[config.mk]
export PLATFORM = sky130hd
export DESIGN_NAME = apb_regfile_ws
export DESIGN_NICKNAME = d
export VERILOG_FILES = /design/src/rtl/apb_regfile_ws.sv
export SDC_FILE = /design/constraint.sdc
export NUM_CORES = 1
export LEC_CHECK = 0
export CORE_MARGIN = 2
export CORE_UTILIZATION = 37
export CTS_BUF_LIST = sky130_fd_sc_hd__clkbuf_8 sky130_fd_sc_hd__clkbuf_16
export CTS_CLUSTER_SIZE = 24
export DETAILED_ROUTE_END_ITERATION = 10
export PLACE_DENSITY_LB_ADDON = 0.12
export RECOVER_POWER = 100
export SLEW_MARGIN = 10
export SYNTH_ARGS = -nofsm -noshare
export SYNTH_HDL_FRONTEND = slang
export SYNTH_SLANG_ARGS = --single-unit
[constraint.sdc]
create_clock -name PCLK -period 5.4 [get_ports PCLK]
set_input_delay 1.35 -clock PCLK [delete_from_list [all_inputs] [get_ports PCLK]]
set_output_delay 1.35 -clock PCLK [all_outputs]
set_load 0.02 [all_outputs]
[src/rtl/apb_regfile_ws.sv]
// APB completer register file with programmable wait states and PSLVERR on bad or read-only accesses.
// Define APB_REGFILE_PSTRB_EN to add the PSTRB port and byte-masked writes.
module apb_regfile_ws #(
    parameter int                   ADDR_WIDTH  = 8,
    parameter int                   DATA_WIDTH  = 32,
    parameter int                   NUM_REGS    = 8,
    parameter int                   WAIT_STATES = 0,
    parameter logic [NUM_REGS-1:0]  RO_MASK     = '0
) (
    input  logic                    PCLK,
    input  logic                    PRESETn,
    input  logic                    PSEL,
    input  logic                    PENABLE,
    input  logic                    PWRITE,
    input  logic [ADDR_WIDTH-1:0]   PADDR,
    input  logic [DATA_WIDTH-1:0]   PWDATA,
`ifdef APB_REGFILE_PSTRB_EN
    input  logic [DATA_WIDTH/8-1:0] PSTRB,
`endif
    output logic [DATA_WIDTH-1:0]   PRDATA,
    output logic                    PREADY,
    output logic                    PSLVERR
);

    localparam int IW = ADDR_WIDTH - 2;

    localparam logic [0:0] ST_IDLE   = 1'b0;
    localparam logic [0:0] ST_ACCESS = 1'b1;

    logic [0:0]            state_q;
    logic [3:0]            cnt_q;
    logic [DATA_WIDTH-1:0] regs_q [NUM_REGS];

    logic [IW-1:0]         idx;
    logic                  dec_err;
    logic                  ro_hit;
    logic                  complete;
    logic                  wr_en;
    logic [DATA_WIDTH-1:0] sel_data;
    logic [DATA_WIDTH-1:0] wmask;

    assign idx     = PADDR[ADDR_WIDTH-1:2];
    assign dec_err = (PADDR[1:0] != 2'b00) || (32'(idx) >= NUM_REGS);

    // NOTE: every always_comb output gets a default before the loop, so no path can infer a latch.
    always_comb begin
        ro_hit   = 1'b0;
        sel_data = '0;
        for (int i = 0; i < NUM_REGS; i++) begin
            if (idx == IW'(i)) begin
                ro_hit   = RO_MASK[i];
                sel_data = regs_q[i];
            end
        end
    end

`ifdef APB_REGFILE_PSTRB_EN
    always_comb begin
        wmask = '0;
        for (int b = 0; b < DATA_WIDTH/8; b++) begin
            wmask[8*b +: 8] = {8{PSTRB[b]}};
        end
    end
`else
    assign wmask = '1;
`endif

    // Completion is gated by PSEL/PENABLE so an aborted or stalled access never shows PREADY.
    assign complete = (state_q == ST_ACCESS) && PSEL && PENABLE && (cnt_q == 4'd0);
    assign PREADY   = complete;
    assign PSLVERR  = complete && (dec_err || (PWRITE && ro_hit));
    assign PRDATA   = (complete && !PWRITE && !dec_err) ? sel_data : '0;
    assign wr_en    = complete && PWRITE && !dec_err && !ro_hit;

    // NOTE: sequential state uses non-blocking assignments so every flop samples pre-edge values.
    always_ff @(posedge PCLK) begin
        if (!PRESETn) begin
            state_q <= ST_IDLE;
            cnt_q   <= 4'd0;
        end else begin
            case (state_q)
                ST_IDLE: begin
                    if (PSEL && !PENABLE) begin
                        state_q <= ST_ACCESS;
                        cnt_q   <= 4'(WAIT_STATES);
                    end
                end
                default: begin
                    if (!PSEL) begin
                        state_q <= ST_IDLE;
                    end else if (PENABLE) begin
                        if (cnt_q != 4'd0) cnt_q <= cnt_q - 4'd1;
                        else               state_q <= ST_IDLE;
                    end
                end
            endcase
        end
    end

    // NOTE: the register array is built from flops, not a RAM macro, so it can and must be cleared on reset.
    always_ff @(posedge PCLK) begin
        if (!PRESETn) begin
            for (int i = 0; i < NUM_REGS; i++) regs_q[i] <= '0;
        end else if (wr_en) begin
            for (int i = 0; i < NUM_REGS; i++) begin
                if (idx == IW'(i) && !RO_MASK[i]) begin
                    regs_q[i] <= (regs_q[i] & ~wmask) | (PWDATA & wmask);
                end
            end
        end
    end

endmodule

==> metrics.txt, run 1 <==
final worst slack=0.109 ns; Max Cap Viol=2; #FFs+latches synth=261; dpl ws=-0.229 ns; crit path kind=input port to output port; syn_area_per_cell=12.9 sq um; max_slew headroom=-44.0%; drt via density=5.20; delay-heaviest family, CP=buffers and inverters; Crit path largest cell delay=0.65 ns; initial core utilization=37.4%; failing checks=capacitance limit, slew limit; worst hold path type=register to register; async set-reset flop share out of synthesis=0%; antenna violations before repair=0; die width=179 um; Worst-path clk slew=0.06 ns; share of layout cells above drive strength 1=14.0%; Worst Path Required=4.05 ns; sequential fraction of the synthesis area=68.4%; net count after synthesis=927; full die area=between 30000 and 40000 sq um; EDFF count, synth=256; number of nets with antenna violations after detailed routing=0; detailed placement HPWL=18700 um; setup violators final=0; crit-path most repeated cell=clkdlybuf4s50_1; Mapped Area=11400 sq um; drt initial violations=532; Ports=79; Die Ht=between 150 and 200 um; Hold Fails Final Rpt=0; CTS tree=built; CP arrival=3.94 ns; YS warnings=0; global-route wire length before repair=approximately 47000 um; Num CTS Buffers=28; prevailing post-synth register cell=edfxtp_1; Slew Viols, Final=44; vias in the first global route=7663; CTS root buf=clkbuf_16; H-tree levels=1; grt ovf=0; VDD IR max=226 uV; Detailed Route WL=31000 um; outcome=finished with violations; synth unique cells=42; Final min period=5.29 ns; clk_lat worst skew=0.53 ns; final total power=4.46 mW; DRC=0; core area=between 30000 and 40000 sq um; Highest Clock Rate=189 MHz; Post-Syn Instances=between 800 and 900; Critical Path End Type=output port; power density cells=325 nW/um^2; Total GRT Usage=19.1%; Buffers on Ports=78; fin crit share=98.0%; largest net degree at the start of global routing=36; Worst-Margin Slew=2.16 ns; Pleak=5.02 nW; Final Core Density=~45%; RSZ-0062 raised after global routing=yes; clock sinks=~260; Critical Path, Cell by Cell=clkdlybuf4s50_1 -> or3_4 -> buf_12 -> nor3_4 -> clkbuf_4 -> a21oi_1 -> nor3_1 -> clkdlybuf4s50_1; Max clock buf depth=3; RePlAce Congestion=0.750; slowest CP cell=clkdlybuf4s50_1; worst reg2reg setup slack=~1.2 ns; routed length per instance=22.1 um; diode count=0; worst hold slack=0.509 ns; Crit path buffers/inverters=4; area delta synth->final=20.6%; fin nets=1032; vias=7294; num rows=64; setup bufs post-CTS=0; setup_tns=0 ns; maximum fanout along the worst path=9; first drt pass iteration count=5; skew final=just over 0.007 ns; startpoint types=input port; # hold bufs at CTS=0
## final timing paths
| path | to | startpoint | cells after the start |
|---|---|---|---|
| setup / recovery | PRDATA[2] | PADDR[7] | 8 |
| hold reg to reg | cnt_q[2] | cnt_q[2] | 2 |
| hold / removal | cnt_q[2] | cnt_q[2] | 2 |
| setup reg to reg | regs_q[1][54] | cnt_q[1] | 7 |
## sequential cells by signal, summed over array words and instances, names as in the netlist
name and flops:
state_q 1, regs_q 256, cnt_q 4
## power breakdown
group          internal [mW]  switching [mW]  total [mW]  leakage [nW]
clock                   1.06           0.757        1.82         0.477
combinational          0.120           0.184       0.304          1.91
sequential              2.32          0.0233        2.34          2.63
## synth_stat cells, drive strengths merged (2+ instances only)
cell / number / share of area (%)
o21ai: 5 / 0.22
o211a: 2 / 0.18
a21oi: 36 / 1.6
nor2: 229 / 7.5
nand3: 10 / 0.44
inv: 35 / 1.2
dfxtp: 5 / 0.88
nor4: 4 / 0.35
nand2b: 34 / 1.9
or2: 2 / 0.11
buf: 19 / 0.79
mux2i: 32 / 2.8
clkbuf: 42 / 1.4
and2: 2 / 0.11
or3: 2 / 0.11
nor3: 36 / 1.6
a221oi: 27 / 2.1
or3b: 2 / 0.15
edfxtp: 256 / 67
nor3b: 2 / 0.13
o22ai: 3 / 0.16
nand2: 47 / 1.5
mux4: 29 / 5.7
a2111oi: 5 / 0.38
## timing repair
item | 4_1_cts | 5_1_grt
resized for setup | 4 | 6
setup endpoints to repair | 3 | 7
gates cloned | 0 | 0
pin swaps | 0 | 1
## area by class of cell
type,count,area [sq um]
Timing Repair Buffer,136,1200
Clock buffer,33,781
Clock inverter,17,97.6
Sequential cell,261,7790
Fill cell,2827,16700
Multi-Input combinational cell,524,3250
Inverter,35,131
Tap cell,396,495
## cell usage in the layout, fill, tap and decap left out, drive strengths merged, types with 6 or more instances in the layout
| cell type | n |
|---|---|
| nand2b | 34 |
| inv | 45 |
| a21oi | 36 |
| mux4 | 29 |
| nand2 | 47 |
| clkdlybuf4s50 | 64 |
| a221oi | 27 |
| clkinv | 6 |
| edfxtp | 256 |
| buf | 42 |
| mux2i | 32 |
| nor2 | 229 |
| dlygate4sd3 | 6 |
| nand3 | 10 |
| clkbuf | 57 |
| nor3 | 36 |
## logic make-up (layout without fill, tap and decap cells)
family                     after synthesis  in the layout  synth area share [%]
AOI/OAI and AO/OA                       85             85                  5.11
buffers and inverters                   96            221                  3.33
DFF                                    261            261                  68.4
muxes                                   62             62                  8.65
and+or+nand+nor                        375            375                  14.4
adders and majority gates                1              1                 0.110
xor gates and xnor gates                 1              1                0.0769
## worst register-to-register path, delay by kind of cell, from the launching register on
kind / cells / cell delay [ns]
AND/OR/NAND/NOR: 4 / 2.89
adder cells (fa/ha/maj): 1 / 0.16
flip-flops: 1 / 0.33
buffers and inverters: 2 / 0.45
## per-stage QoR
stage	area (sq um)	cells
5_1_grt	13700	1402
4_1_cts	13900	1402
6_report	13700	1402
3_5_place_dp	13000	1352
2_1_floorplan	11400	881
3_3_place_gp	13000	1352
## layer usage
layer  wire length, um  GRT usage, %  vias up
li1                  -             -     3409
met3              1190          2.57       47
met1             13600          25.2     3682
met2             15600          33.6      156
met4               633          4.55        0
met5                 0             0        -
Note: power is estimated with default switching activity, not from simulation.
==> inputs of run 2 (changes only) <==
Settings changed: ABC_AREA from default to 1, PLACE_DENSITY from default to 0.68, PLACE_DENSITY_LB_ADDON 0.12 to default.
==> metrics.txt, run 2 <==
async set-reset flop share out of synthesis=0% (unchanged); synth unique cells=26 (-38%); H-tree levels=1 (unchanged); number of nets with antenna violations after detailed routing=0 (unchanged); Die Ht=182 um (+1.2%); Detailed Route WL=29300 um (-5.4%); r2r worst-path depth=12 (+5); #FFs+latches synth=261 (unchanged); fin crit share=97.5% (-0.48 points); worst hold slack=0.469 ns (-0.0400 ns); # hold bufs at CTS=0 (unchanged); Most flops, register=regs_q; outcome=finished with violations; crit path kind=input port to output port; Critical Path End Type=output port; Slew Viols, Final=110 (+150%); drt via density=5.04 (-3.1%); vias in the first global route=8267 (+7.9%); Worst-path clk slew=0.06 ns (about the same); antenna violations before repair=0 (unchanged); most frequent cells in the layout=nor2_1, edfxtp_1, nand2_1; Hold Fails Final Rpt=0 (unchanged); Post-Place Cells=1605 (+19%); Worst Path Required=4.05 ns (about the same); share of layout cells above drive strength 1=7.82% (-6.2 points); num rows=65 (+1.6%); Buffers on Ports=78 (unchanged); Num CTS Buffers=27 (-3.6%); failing checks=capacitance limit, slew limit; power density cells=322 nW/um^2 (-0.87%); startpoint types=input port; Critical Path, Cell by Cell=clkdlybuf4s50_1 -> nor2_4 -> buf_12 -> nand2_2 -> nor2_1 -> buf_4 -> nand2_1 -> nand3_1 -> nor2_1 -> nand4_1 -> nand2_1 -> inv_1 -> dlygate4sd3_1; net count after synthesis=1196 (+29%); setup violators final=0 (unchanged); area share of the largest cell type after synthesis=65.8% (-1.7 points); core area=31300 sq um (+2.9%); Highest Clock Rate=190 MHz (+0.50%); max_slew headroom=-58.9% (-15 points); VDD IR max=171 uV (-24%); sequential fraction of the synthesis area=66.7% (-1.7 points); Final min period=5.26 ns (-0.0261 ns); worst hold path type=register to register; prevailing post-synth register cell=edfxtp_1; fin nets=1278 (+24%); area delta synth->final=18.5%; drt initial violations=837 (+57%); Crit path largest cell delay=0.67 ns (+0.02 ns); Max Cap Viol=3 (+1); detailed placement HPWL=18200 um (-2.7%); Mapped Area=11700 sq um (+2.6%); dpl ws=0.205 ns (+0.434 ns); largest net degree at the start of global routing=43 (+19%); setup bufs post-CTS=0 (unchanged); slowest CP cell=dlygate4sd3_1; clock sinks=261 (unchanged); skew final=0.0261 ns (+0.0190 ns); RSZ-0062 raised after global routing=no; final worst slack=0.136 ns (+0.0261 ns); Worst-Margin Slew=2.38 ns (+0.224 ns); full die area=33000 sq um (+2.5%); global-route wire length before repair=46100 um (-1.3%); RePlAce Congestion=0.806 (+7.4%); grt ovf=0 (unchanged); Post-Syn Instances=1150 (+31%); vias=8345 (+14%); Total GRT Usage=17.9% (-1.3 points); Pleak=5.60 nW (+12%); CP arrival=3.91 ns (-0.03 ns); most frequent cell after synthesis=nor2_1; max reg flops=256 (unchanged); first drt pass iteration count=5 (unchanged); PostCTS Resize Cnt=0 (-4); CTS root buf=clkbuf_16; YS warnings=0 (unchanged); Max clock buf depth=3 (unchanged); setup_tns=0 ns (unchanged); syn_area_per_cell=10.2 sq um (-21%); commonest non-fill, non-tap cell in the layout=nor2_1; EDFF count, synth=256 (unchanged); Non-Filler Instances=1655 (+18%); diode count=0 (unchanged); post-synth top area cell=edfxtp_1; leading post-synthesis cells by cell area=edfxtp_1, nor2_1, nand2_1; DRC=0 (unchanged); initial core utilization=37.3% (-0.12 points); final total power=4.46 mW (-0.13%); routed length per instance=17.7 um (-20%); clk_lat worst skew=0.53 ns (about the same); CTS tree=built; Ports=79 (unchanged); hold path depth=2 (unchanged); maximum fanout along the worst path=33 (+24); top flop regs=regs_q: 256 flops, cnt_q: 4 flops, state_q: 1 flops; commonest cells in the netlist=nor2_1, edfxtp_1, nand2_1, inv_1, nand4_1; die width=182 um (+1.2%)
run 2: cell types whose count changed after synthesis, sizes merged, moves of 5 or more:
cell | before | now
clkbuf | 42 | 12
a21oi | 36 | 41
mux2i | 32 | 0
a221oi | 27 | 0
nor3 | 36 | 2
buf | 19 | 56
mux4 | 29 | 0
nand4 | 1 | 95
nand2 | 47 | 185
inv | 35 | 117
a2111oi | 5 | 0
nand2b | 34 | 0
nor2 | 229 | 330
nand3 | 10 | 40
run 2: final timing paths:
| path | startpoint | to | slack (ns) |
|---|---|---|---|
| max | PADDR[7] | PRDATA[19] | 0.14 |
| min | cnt_q[0] | cnt_q[0] | 0.47 |
| max reg2reg | cnt_q[0] | regs_q[0][12] | 1.70 |
| min reg2reg | cnt_q[0] | cnt_q[0] | 0.47 |
run 2: cells by family after synthesis:
family / synth area share, %
and+or+nand+nor: 24.2
AOI/OAI and AO/OA: 2.10
buffers and inverters: 6.92
adders and majority gates: 0.107
DFF: 66.7
run 2: through the flow:
stage | utilization (%) | area (sq um)
detailed placement | 41.6 | 13000
global route | 44.2 | 13800
floorplan | - | 11700
global placement | 41.6 | 13000
finish | 44.2 | 13800
CTS | 44.5 | 13900
run 2: power breakdown:
group	leakage (nW)	total (mW)	internal (mW)	switching [mW]
logic	2.49	0.216	0.0602	0.156
clock network	0.453	1.91	1.15	0.759
registers	2.66	2.34	2.31	0.0237
run 2: area by class of cell:
cell class                 count  area (sq um)
fill                        2840         17500
sequential                   261          7790
multi-input combinational    704          3100
timing repair buffer         121          1100
clock buffer                  27           676
tap                          402           503
inverter                     117           439
clock inverter                23           238
run 2: worst max-delay path, delay by kind of cell:
| kind | cells | cell delay [ns] |
|---|---|---|
| simple gates | 8 | 0.92 |
| buf+inv | 5 | 1.63 |
run 2: per-layer routing:
metal  vias up  global-route usage [%]  routed length (um)
met4         0                    6.05                 760
met3        40                    2.47                1930
li1       4006                       -                   -
met2       298                    30.5               14200
met1      4001                    23.6               12400
met5         -                       0                   0
